$ cat src/rtl/mc_ctrl_pkg.sv
// State codes, instruction field constants and datapath control encodings shared by the
// multicycle MIPS controller.
package mc_ctrl_pkg;

    localparam int unsigned StateW = 7;

    typedef enum logic [StateW-1:0] {
        StReset   = 7'd0,
        StFetch   = 7'd1,
        StMwait   = 7'd2,
        StIrload  = 7'd3,
        StDecode  = 7'd4,
        StRAlu    = 7'd5,
        StIAlu    = 7'd6,
        StWb      = 7'd7,
        StAddr    = 7'd8,
        StLdreq   = 7'd9,
        StLdmdr   = 7'd10,
        StLdwb    = 7'd11,
        StStore   = 7'd12,
        StBranch  = 7'd13,
        StJump    = 7'd14,
        StMdStart = 7'd15,
        StMdWait  = 7'd16,
        StMdWb    = 7'd17,
        StExcEpc  = 7'd18,
        StExcRd   = 7'd19,
        StExcLd   = 7'd20,
        StExcJmp  = 7'd21
    } state_e;

    localparam logic [5:0] OpRtype = 6'h00, OpAddi = 6'h08, OpLw = 6'h23, OpSw = 6'h2B;
    localparam logic [5:0] OpBeq = 6'h04, OpBne = 6'h05, OpJ = 6'h02;

    localparam logic [5:0] FnAdd = 6'h20, FnSub = 6'h22, FnAnd = 6'h24;
    localparam logic [5:0] FnMult = 6'h18, FnDiv = 6'h1A;

    localparam logic [1:0] IordPc = 2'b00, IordAlu = 2'b01, IordExc = 2'b10;
    localparam logic [1:0] SrcAPc = 2'b00, SrcAReg = 2'b01;
    localparam logic [2:0] SrcBReg = 3'b000, SrcBFour = 3'b001, SrcBImm = 3'b010;
    localparam logic [2:0] SrcBImmSh = 3'b011;
    localparam logic [2:0] AluAdd = 3'b001, AluSub = 3'b010, AluAnd = 3'b011;
    localparam logic [2:0] PcSrcAlu = 3'b000, PcSrcAluOut = 3'b001, PcSrcJump = 3'b010;
    localparam logic [2:0] PcSrcExc = 3'b011;
    localparam logic [2:0] MemRegAlu = 3'b000, MemRegMdr = 3'b001, MemRegSp = 3'b111;
    localparam logic [2:0] RegDistRt = 3'b000, RegDistRd = 3'b001, RegDistSp = 3'b100;
    localparam logic [1:0] ExcOpcode = 2'b00, ExcOverflow = 2'b01, ExcDivZero = 2'b10;

    function automatic logic [2:0] r_alu_ctrl(input logic [5:0] funct);
        case (funct)
            FnSub:   return AluSub;
            FnAnd:   return AluAnd;
            default: return AluAdd;
        endcase
    endfunction

endpackage

$ cat src/rtl/multicycle_control_unit.sv
// Multicycle MIPS control FSM: fetch/decode/execute/writeback with memory wait states,
// mult/div handshake and a precise exception sequence.
module multicycle_control_unit
    import mc_ctrl_pkg::*;
#(
    parameter int unsigned MEM_WAIT = 2,
    parameter int unsigned STATE_W  = 7
) (
    input  logic               Clock,
    input  logic               Reset,
    input  logic [5:0]         OPCode,
    input  logic [5:0]         Funct,
    input  logic               GT,
    input  logic               EQ,
    input  logic               LT,
    input  logic               Overflow,
    input  logic               DivZero,
    input  logic               MDDone,
    output logic [STATE_W-1:0] Estado,
    output logic               PcWrite,
    output logic [1:0]         IorD,
    output logic               MemCtrl,
    output logic               IrWrite,
    output logic               RegWrite,
    output logic [2:0]         RegDist,
    output logic               RegA,
    output logic               RegB,
    output logic [1:0]         ALUSrcA,
    output logic [2:0]         ALUSrcB,
    output logic [2:0]         ALUCtrl,
    output logic [2:0]         PCSrc,
    output logic               EPC,
    output logic               ALUOut,
    output logic               MDR,
    output logic [2:0]         MemReg,
    output logic               DivStart,
    output logic               MultStart,
    output logic               RegHighW,
    output logic               RegLowW,
    output logic [1:0]         ExcpCtrl
);

    localparam int unsigned CntW = (MEM_WAIT > 2) ? $clog2(MEM_WAIT) : 1;

    state_e          state_q, state_d, ret_q, ret_d, mem_ret;
    logic [CntW-1:0] cnt_q, cnt_d;
    logic [1:0]      code_q, code_d;
    logic            mem_req;
    logic            unused_cmp;

    assign unused_cmp = GT ^ LT;
    assign Estado     = STATE_W'(state_q);

    always_ff @(posedge Clock) begin
        if (Reset) begin
            state_q <= StReset;
            ret_q   <= StIrload;
            cnt_q   <= '0;
            code_q  <= '0;
        end else begin
            state_q <= state_d;
            ret_q   <= ret_d;
            cnt_q   <= cnt_d;
            code_q  <= code_d;
        end
    end

    always_comb begin
        state_d = state_q;
        ret_d   = ret_q;
        cnt_d   = cnt_q;
        code_d  = code_q;
        mem_req = 1'b0;
        mem_ret = StIrload;
        case (state_q)
            StReset:  state_d = StFetch;
            StFetch:  begin mem_req = 1'b1; mem_ret = StIrload; end
            StMwait: begin
                if (cnt_q == '0) state_d = ret_q;
                else             cnt_d   = cnt_q - CntW'(1);
            end
            StIrload: state_d = StDecode;
            StDecode: begin
                state_d = StExcEpc;
                code_d  = ExcOpcode;
                case (OPCode)
                    OpRtype: begin
                        if (Funct == FnAdd || Funct == FnSub || Funct == FnAnd) begin
                            state_d = StRAlu;
                        end else if (Funct == FnMult || Funct == FnDiv) begin
                            state_d = StMdStart;
                        end
                    end
                    OpAddi:       state_d = StIAlu;
                    OpLw, OpSw:   state_d = StAddr;
                    OpBeq, OpBne: state_d = StBranch;
                    OpJ:          state_d = StJump;
                    default:      ;
                endcase
            end
            StRAlu: begin
                if (Overflow && (Funct == FnAdd || Funct == FnSub)) begin
                    state_d = StExcEpc;
                    code_d  = ExcOverflow;
                end else begin
                    state_d = StWb;
                end
            end
            StIAlu: begin
                if (Overflow) begin
                    state_d = StExcEpc;
                    code_d  = ExcOverflow;
                end else begin
                    state_d = StWb;
                end
            end
            StWb:     state_d = StFetch;
            StAddr:   state_d = (OPCode == OpLw) ? StLdreq : StStore;
            StLdreq:  begin mem_req = 1'b1; mem_ret = StLdmdr; end
            StLdmdr:  state_d = StLdwb;
            StLdwb:   state_d = StFetch;
            StStore:  state_d = StFetch;
            StBranch: state_d = StFetch;
            StJump:   state_d = StFetch;
            StMdStart: begin
                if (Funct == FnDiv && DivZero) begin
                    state_d = StExcEpc;
                    code_d  = ExcDivZero;
                end else begin
                    state_d = StMdWait;
                end
            end
            StMdWait: if (MDDone) state_d = StMdWb;
            StMdWb:   state_d = StFetch;
            StExcEpc: state_d = StExcRd;
            StExcRd:  begin mem_req = 1'b1; mem_ret = StExcLd; end
            StExcLd:  state_d = StExcJmp;
            StExcJmp: state_d = StFetch;
            default:  state_d = StReset;
        endcase

        // Every memory read funnels through the shared wait counter, reloaded on each entry.
        if (mem_req) begin
            if (MEM_WAIT > 0) begin
                state_d = StMwait;
                ret_d   = mem_ret;
                cnt_d   = CntW'(MEM_WAIT - 1);
            end else begin
                state_d = mem_ret;
            end
        end
    end

    always_comb begin
        PcWrite   = 1'b0;
        IorD      = IordPc;
        MemCtrl   = 1'b0;
        IrWrite   = 1'b0;
        RegWrite  = 1'b0;
        RegDist   = RegDistRt;
        RegA      = 1'b0;
        RegB      = 1'b0;
        ALUSrcA   = SrcAPc;
        ALUSrcB   = SrcBReg;
        ALUCtrl   = 3'b000;
        PCSrc     = PcSrcAlu;
        EPC       = 1'b0;
        ALUOut    = 1'b0;
        MDR       = 1'b0;
        MemReg    = MemRegAlu;
        DivStart  = 1'b0;
        MultStart = 1'b0;
        RegHighW  = 1'b0;
        RegLowW   = 1'b0;
        ExcpCtrl  = 2'b00;
        case (state_q)
            StReset: begin RegWrite = 1'b1; RegDist = RegDistSp; MemReg = MemRegSp; end
            StFetch: begin ALUSrcB = SrcBFour; ALUCtrl = AluAdd; end
            StMwait: begin
                // Keep the requesting state's address selection stable during the wait.
                case (ret_q)
                    StLdmdr: IorD = IordAlu;
                    StExcLd: begin IorD = IordExc; ExcpCtrl = code_q; end
                    default: begin ALUSrcB = SrcBFour; ALUCtrl = AluAdd; end
                endcase
            end
            StIrload: begin IrWrite = 1'b1; PcWrite = 1'b1; PCSrc = PcSrcAlu; end
            StDecode: begin
                RegA = 1'b1; RegB = 1'b1; ALUSrcB = SrcBImmSh; ALUCtrl = AluAdd; ALUOut = 1'b1;
            end
            StRAlu: begin
                ALUSrcA = SrcAReg; ALUSrcB = SrcBReg; ALUCtrl = r_alu_ctrl(Funct); ALUOut = 1'b1;
            end
            StIAlu, StAddr: begin
                ALUSrcA = SrcAReg; ALUSrcB = SrcBImm; ALUCtrl = AluAdd; ALUOut = 1'b1;
            end
            StWb: begin
                RegWrite = 1'b1;
                MemReg   = MemRegAlu;
                RegDist  = (OPCode == OpRtype) ? RegDistRd : RegDistRt;
            end
            StLdreq:  IorD = IordAlu;
            StLdmdr:  MDR = 1'b1;
            StLdwb:   begin RegWrite = 1'b1; RegDist = RegDistRt; MemReg = MemRegMdr; end
            StStore:  begin IorD = IordAlu; MemCtrl = 1'b1; end
            StBranch: begin
                ALUSrcA = SrcAReg; ALUSrcB = SrcBReg; ALUCtrl = AluSub; PCSrc = PcSrcAluOut;
                PcWrite = (OPCode == OpBeq) ? EQ : ~EQ;
            end
            StJump:    begin PcWrite = 1'b1; PCSrc = PcSrcJump; end
            StMdStart: begin MultStart = (Funct == FnMult); DivStart = (Funct == FnDiv); end
            StMdWb:    begin RegHighW = 1'b1; RegLowW = 1'b1; end
            StExcEpc:  begin ALUSrcB = SrcBFour; ALUCtrl = AluSub; EPC = 1'b1; end
            StExcRd:   begin IorD = IordExc; ExcpCtrl = code_q; end
            StExcLd:   MDR = 1'b1;
            StExcJmp:  begin PcWrite = 1'b1; PCSrc = PcSrcExc; end
            default:   ;
        endcase
    end

endmodule

$ cat config.mk
export PLATFORM = sky130hd
export DESIGN_NAME = multicycle_control_unit
export DESIGN_NICKNAME = d
export VERILOG_FILES = /design/src/rtl/mc_ctrl_pkg.sv /design/src/rtl/multicycle_control_unit.sv
export SDC_FILE = /design/constraint.sdc
export NUM_CORES = 1
export LEC_CHECK = 0
export ABC_AREA = 1
export CAP_MARGIN = 25
export CORE_UTILIZATION = 46
export CTS_CLUSTER_DIAMETER = 200
export DETAILED_ROUTE_END_ITERATION = 7
export GPL_TIMING_DRIVEN = 0
export HOLD_SLACK_MARGIN = 0.1
export PLACE_DENSITY_LB_ADDON = 0.08
export SLEW_MARGIN = 40
export SYNTH_ARGS = -nofsm -noshare
export SYNTH_HDL_FRONTEND = slang
export SYNTH_SLANG_ARGS = --single-unit
$ cat constraint.sdc
create_clock -name Clock -period 4.3 [get_ports Clock]
set_input_delay 0.43 -clock Clock [delete_from_list [all_inputs] [get_ports Clock]]
set_output_delay 0.43 -clock Clock [all_outputs]
set_load 0.01 [all_outputs]
[Word level (Yosys, flattened, before mapping)]
Cells that the tools add are included.
W data, S select, Z words.
Storage, ports and cells
  register bits: 17
  output and inout bits: 41
  logic and storage cells: 123
Cells by class
  add/subtract/negate cells: 1
  eq/ne operators: 42
  mux-type cells: 45
  bitwise logic cells: 2
  reductions and logical operators: 28
Operators with widths (count)
  $pmux W7 S13: 1
  $eq A7 B4 Y1 const B: 9
  $eq A7 B5 Y1 const B: 7
  $eq A6 B6 Y1 const B: 5
  $eq A7 B3 Y1 const B: 4
  $pmux W5 S5: 1
  $pmux W2 S4: 3
  $mux W5: 4
  $mux W1: 18
  $reduce_or A2 Y1: 9
  $eq A7 B2 Y1 const B: 2
  $mux W7: 2
  $eq A6 B3 Y1 const B: 2
  $eq A6 B5 Y1 const B: 2
  $mux W2: 6
  $pmux W2 S2: 3
  $pmux W2 S3: 2
  $pmux W3 S2: 2
  $reduce_or A4 Y1: 3
  $ne A2 B2 Y1 const B: 5
  $pmux W5 S2: 1
  $reduce_or A3 Y1: 3
  $reduce_or A8 Y1: 1
  $eq A7 B1 Y1 const B: 1
  16 further kinds: 22

[Logic depth before layout (Yosys ltp)]
Gate-level depths: netlist of run 1.
  depth in word-level cells: 7
  depth in mapped cells: 12
  mapped depth without buffers: 12

[Worst setup path before layout of run 1]
OpenSTA, ideal clock, no wires.
  path type: flip-flop to output port
  start point: register state_q[3] (netlist: Estado[3])
  end point: output PcWrite
  data arrival time: 1.318 ns
  required time: 3.870 ns
  slack: 2.552 ns
  stages on the path, launching flop included: 8
  path buffers: 1
  cells stage by stage: dfxtp_1 -> buf_2 -> nand2_1 -> nor2_4 -> inv_1 -> nor2_1 -> inv_1 -> o21ai_0
Between the ends
  longest elaborated chain between the ends: 3
Ends and longest elaborated chain
  start, declared: RTL line multicycle_control_unit.sv:45  | state_e state_q, state_d, ret_q, ret_d, mem_ret;
  start signal, assigned: RTL line multicycle_control_unit.sv:56  | state_q <= StReset;
  start signal, assigned: RTL line multicycle_control_unit.sv:61  | state_q <= state_d;
  $eq A7 B5 Y1 (tied with other cells): RTL line multicycle_control_unit.sv:176  | case (state_q)
  $reduce_or A3 Y1 (no line)
  $pmux W1 S2 *: RTL line multicycle_control_unit.sv:176
  end, declared: RTL line multicycle_control_unit.sv:20  | output logic PcWrite,
Mark *: on every way between the ends. The rest lies on a longest branch, timed or not.

[Final worst setup path of run 1]
  start point: register state_q[0] (netlist: Estado[0])
  end point: output ALUSrcB[0]
Between the ends
  longest elaborated chain between the ends: 3
Ends and longest elaborated chain
  $eq A7 B5 Y1 (tied with other cells): RTL line multicycle_control_unit.sv:176
  $reduce_or A2 Y1 (no line)
  $pmux W2 S4 *: RTL line multicycle_control_unit.sv:176
  end, declared: RTL line multicycle_control_unit.sv:29  | output logic [2:0] ALUSrcB,
Marks and branches as above.

==> results of run 1 <==
[synthesized netlist by cell type (2+ instances only)]
cell type	n	area share, %
nor2_1	44	12
o21ai_0	7	2.5
nand2_1	67	18
nor3_1	3	1.1
nand3_2	2	1.4
nand4_1	5	2.2
nand3_1	31	11
buf_4	12	6.3
nand2_2	4	1.8
dfxtp_1	12	17
inv_2	14	3.7
nor2_2	6	2.6
a21oi_1	13	4.6
nor2_4	4	3.2
inv_1	32	8.5
[cells by family (layout without fill, tap and decap cells)]
| family | after synthesis | in the layout | synth area share [%] |
|---|---|---|---|
| compound gates | 24 | 24 | 9.163 |
| flops | 12 | 12 | 16.92 |
| other cells | 1 | 7 | 0.2641 |
| simple gates | 169 | 169 | 54.19 |
| buf+inv | 59 | 114 | 18.85 |
| xor+xnor | 1 | 1 | 0.6169 |
[critical path: stages, from the launching register on]
cell and delay (ns):
dfxtp_1 0.52, inv_2 0.07, nor2_2 0.20, inv_2 0.08
nor2_1 0.17, inv_1 0.11, nor2_1 0.13, inv_1 0.08
nand4_1 0.09, clkdlybuf4s50_1 0.53
[cell type report]
| type | count | share of cell area (%) |
|---|---|---|
| multi-input cells | 201 | 46.08 |
| repair buffers | 51 | 25.17 |
| flip-flops and latches | 12 | 11.84 |
| inverters | 46 | 8.513 |
| plain buffers | 13 | 4.688 |
| well taps | 31 | 1.912 |
| clock buffers | 4 | 1.789 |
[layer usage]
layer	wire length, um	vias to the layer above	share of wire, %	global-route usage (%)
met4	39	0	0.94	5.226
met5	0	-	0	0
li1	-	940	-	-
met2	1764	73	43	39.70
met3	349	4	8.4	4.535
met1	1978	768	48	36.97
[path summary, 6_finish.rpt]
check             from          to
max          Estado[0]  ALUSrcB[0]
min              cnt_q       cnt_q
max reg2reg  Estado[3]   Estado[4]
min reg2reg      cnt_q       cnt_q
[state kept, by name, summed over array words and instances (netlist names)]
| signal | count |
|---|---|
| code_q | 2 |
| ret_q | 4 |
| Estado | 5 |
| cnt_q | 1 |
[stage by stage]
| step | util, % | power (mW) | instance area, sq um | cells | setup slack (ns) |
|---|---|---|---|---|---|
| finish | 71.69 | 0.6777 | 2028 | 358 | 1.622 |
| global route | 71.69 | 0.7293 | 2028 | 358 | 1.391 |
| CTS | 71.69 | 0.6768 | 2028 | 358 | 1.617 |
| detailed placement | 70.41 | 0.5857 | 1992 | 354 | 1.746 |
| global placement | 70.41 | 0.5848 | 1992 | 354 | 1.723 |
| floorplan | - | 0.4036 | 1443 | 272 | 2.552 |
[where the power goes]
group	internal, mW	switching (mW)
clock network	0.0515	0.0367
logic	0.203	0.233
registers	0.127	0.0261
==> results.json, run 1 <==
{
  "min_period_ns": 2.678,
  "synth-seq-area-share_pct": 16.92,
  "drive_gt1_share_pct": 14.98,
  "rsz0062_at_grt": "no",
  "yosysWarnings": 0,
  "clock-sinks": 12,
  "maxCapViolations": 0,
  "fin_skew_ns": 0.007877,
  "synthArstFlopShare_pct": 0,
  "power_density_mw_per_mm2": 334.1,
  "crit_fanout": 6,
  "cts_tree": "yes",
  "cts_resized": 0,
  "postCtsSetupRepairBufs": 0,
  "antenna_found_initial": 0,
  "ios": 61,
  "hold_path_depth": 2,
  "hold_viol": 0,
  "vias": 1785,
  "routedWlPerCell_um": 11.54,
  "cts.clk_slew.worst_paths_ns": 0.07,
  "required_ns": 3.87,
  "final_cell_mix": "67 x nand2_1, 51 x clkdlybuf4s50_1, 44 x nor2_1, 32 x inv_1, 31 x nand3_1",
  "area_growth_pct": 42.82,
  "holdCritPathClass": "reg -> reg",
  "synth_area_per_cell_sq_um": 5.339,
  "grt_max_degree": 11,
  "core_sq_mm": 0.002829,
  "diodes": 0,
  "cts_hold_buf": 0,
  "io_buffers": 51,
  "die_w_um": 57.56,
  "fmax_mhz": 373.4,
  "nets": 348,
  "initial_core_util_pct": 50.20,
  "grt.overflow.total": 0,
  "dp_hpwl_um": 3480,
  "critPathCaptureType": "output pin",
  "synthDistinctLibCells": 25,
  "drt_iter0_drc": 87,
  "synthFlopType": "dfxtp_1",
  "cts_buffers": 3,
  "r2r_cells": 10,
  "synth_edf_count": 0,
  "drc": 9,
  "setup_viol": 0,
  "p_leak_nw": 1.039,
  "grt_usage_pct": 25.59,
  "mostFrequentLayoutCell": "nand2_1",
  "multi_input_area_sq_um": 934.6,
  "cts.htree.levels": 1,
  "finalCritPeriodShare_pct": 62.29,
  "ys_ff_latch": 12,
  "critical_path_class": "reg -> out",
  "via_per_inst": 4.986,
  "violations": "DRC",
  "fp-row-count": 19,
  "die_h_um": 57.56,
  "grt_pass1_vias": 1508,
  "ff2ff_setup_slack_ns": 2.58,
  "report.final.slew_viol_count": 0,
  "tns_ns": 0,
  "critPathLaunchType": "flip-flop",
  "ir_worst_vdd_mv": 0.3758,
  "seqCellArea_sq_um": 240.2,
  "dr.pass1.iters": 6,
  "clock_path_buffers": 2,
  "postRouteAntennaNets": 0,
  "dieArea_sq_mm": 0.003313,
  "synth_cells": 266,
  "synth_area_sq_mm": 0.001420,
  "drt_wl_total_um": 4132,
  "status": "complete, but fails checks",
  "fill_cells": 265,
  "gp_congestion": 0.9214,
  "clock_latency_ns": 0.27,
  "hold_ws_ns": 0.4890,
  "arrival_ns": 2.25,
  "grt_first_pass_wirelength_um": 6575,
  "cts_root_buf": "clkbuf_4"
}
Note: power is estimated with default switching activity, not from simulation.
==> run 2, diff against run 1 <==
--- a/config.mk
+++ b/config.mk
@@ -7,7 +7,7 @@
 export LEC_CHECK = 0
 export ABC_AREA = 1
 export CAP_MARGIN = 25
-export CORE_UTILIZATION = 46
+export CORE_UTILIZATION = 39
 export CTS_CLUSTER_DIAMETER = 200
 export DETAILED_ROUTE_END_ITERATION = 7
 export GPL_TIMING_DRIVEN = 0
==> constraint.sdc (replaced) <==
create_clock -name Clock -period 2.45 [get_ports Clock]
set_input_delay 0.245 -clock Clock [delete_from_list [all_inputs] [get_ports Clock]]
set_output_delay 0.245 -clock Clock [all_outputs]
set_load 0.01 [all_outputs]
==> results.json, run 2 (synthesis gave the netlist of run 1 again) <==
{
  "grt.overflow.total": 0,
  "report.final.slew_viol_count": 0,
  "initial_core_util_pct": 41.58,
  "mostFrequentLayoutCell": "nand2_1",
  "antenna_found_initial": 0,
  "ir_worst_vdd_mv": 0.5847,
  "routedWlPerCell_um": 11.53,
  "critPathTopFamily": "buffers and inverters",
  "power.share.sequential_pct": 22.8,
  "gp_congestion": 0.9690,
  "r2r_start": "Estado[3]",
  "drt_iter0_drc": 97,
  "fin_skew_ns": 0.005481,
  "critPathCaptureType": "output pin",
  "clock_path_buffers": 2,
  "dieArea_sq_mm": 0.003887,
  "fp-row-count": 21,
  "cts_buffers": 3,
  "largest_reg_flops": 5,
  "fmax_mhz": 427.5,
  "hold_path_depth": 2,
  "cts.clk_slew.worst_paths_ns": 0.07,
  "area_growth_pct": 45.99,
  "cts_root_buf": "clkbuf_4",
  "cts_tree": "yes",
  "status": "completed",
  "critPathLaunchType": "flip-flop",
  "core_sq_mm": 0.003416,
  "final_cell_mix": "67 x nand2_1, 51 x clkdlybuf4s50_1, 42 x nor2_1, 32 x inv_1, 31 x nand3_1",
  "cts.htree.levels": 1,
  "min_delay_worst_endpoint": "cnt_q",
  "cts_resized": 1,
  "grt_max_degree": 11,
  "die_w_um": 62.35,
  "p_sw_mw": 0.5324,
  "internal-power_mw": 0.6777,
  "finalCritPeriodShare_pct": 95.48,
  "clock-sinks": 12,
  "required_ns": 2.20,
  "post_dp_cell_area_sq_mm": 0.002011,
  "grt_pass1_vias": 1515,
  "design_area_sq_mm": 0.002073,
  "drt_wl_total_um": 4302,
  "tns_ns": 0,
  "critPathMaxStageDelay_ns": 0.53,
  "grt_first_pass_wirelength_um": 6831,
  "drive_gt1_share_pct": 16.82,
  "cts_hold_buf": 0,
  "r2r_end": "code_q[1]",
  "io_buffers": 51,
  "postRouteAntennaNets": 0,
  "cp_slowest_cell": "clkdlybuf4s50_1",
  "pwr-share-comb_pct": 64.3,
  "maxCapViolations": 0,
  "pwr-share-clk_pct": 12.8,
  "postCtsSetupRepairBufs": 0,
  "hold_viol": 0,
  "holdCritPathClass": "reg -> reg",
  "p_leak_nw": 1.042,
  "path_buf_inv": 5,
  "hold_ws_ns": 0.4869,
  "dr.pass1.iters": 4,
  "setup_viol": 0,
  "vias": 1760,
  "hold_start": "cnt_q",
  "crit_fanout": 6,
  "drc": 0,
  "via_per_inst": 4.718,
  "nets": 348,
  "dp_hpwl_um": 3548,
  "fin_util_pct": 60.70,
  "fin_total_pwr_mw": 1.210,
  "arrival_ns": 2.09,
  "power_density_mw_per_mm2": 583.7,
  "r2r_cells": 10,
  "die_h_um": 62.35,
  "crit_chain": "inv_2 > nor2_4 > inv_2 > nor2_2 > inv_1 > nor2_1 > inv_1 > nand4_1 > clkdlybuf4s50_1",
  "min_period_ns": 2.339,
  "ios": 61,
  "critical_path_class": "reg -> out",
  "clock_latency_ns": 0.27,
  "p_sw_share_pct": 44.00,
  "ff2ff_setup_slack_ns": 0.82,
  "diodes": 0,
  "grt_usage_pct": 22.05
}
-- run 2: how the worst max path moves through the flow --
| stage | startpoint | endpoint | slack [ns] | depth (start not counted) |
|---|---|---|---|---|
| after floorplan | Estado[3] | PcWrite | 0.89 | 7 |
| after global placement | Funct[5] | ALUCtrl[0] | 0.23 | 7 |
| after detailed placement | Estado[0] | ALUSrcB[0] | 0.22 | 9 |
| after CTS | Estado[0] | ALUSrcB[0] | 0.02 | 9 |
| after global routing | Estado[4] | ExcpCtrl[1] | -0.01 | 6 |
| final | Estado[0] | ALUSrcB[0] | 0.11 | 9 |
-- run 2: worst reg2reg max path: stages (launching register included) --
cell      delay (ns)
dfxtp_1         0.33
clkbuf_4        0.22
nand2_1         0.11
nor2_4          0.15
nand2_2         0.13
nor2_4          0.13
nand2_1         0.10
nand2_1         0.09
nand2_1         0.07
a21oi_1         0.14
nor3_2          0.06
-- run 2: layer usage --
layer / track usage [%] / wire length (um) / vias to the layer above
met5: 0 / 0 / -
met4: 5.814 / 42 / 0
met3: 3.676 / 246 / 6
met2: 35.30 / 1922 / 55
met1: 30.43 / 2091 / 762
li1: - / - / 937
-- run 2: metrics by stage --
stage          setup WS [ns]  instances
6_report              0.1107        373
5_1_grt             -0.01328        373
4_1_cts              0.01694        373
3_5_place_dp          0.2215        369
3_3_place_gp          0.2321        369
2_1_floorplan         0.8871        272
-- run 2: area by class of cell --
type	instances	area [sq um]
buffer	13	97.59
clock buffer	4	36.28
multi-input combinational	201	954.7
inverter	46	172.7
timing repair buffer	51	510.5
sequential	12	244.0
fill	373	1343
tap	46	57.56
-- run 2: power groups by stage --
stage	logic (mW)	clock network, mW	registers (mW)
after detailed placement	0.756	0	0.274
after global routing	0.848	0.171	0.281
final	0.778	0.155	0.276
after global placement	0.755	0	0.273
after CTS	0.761	0.161	0.271
after floorplan	0.438	0	0.271
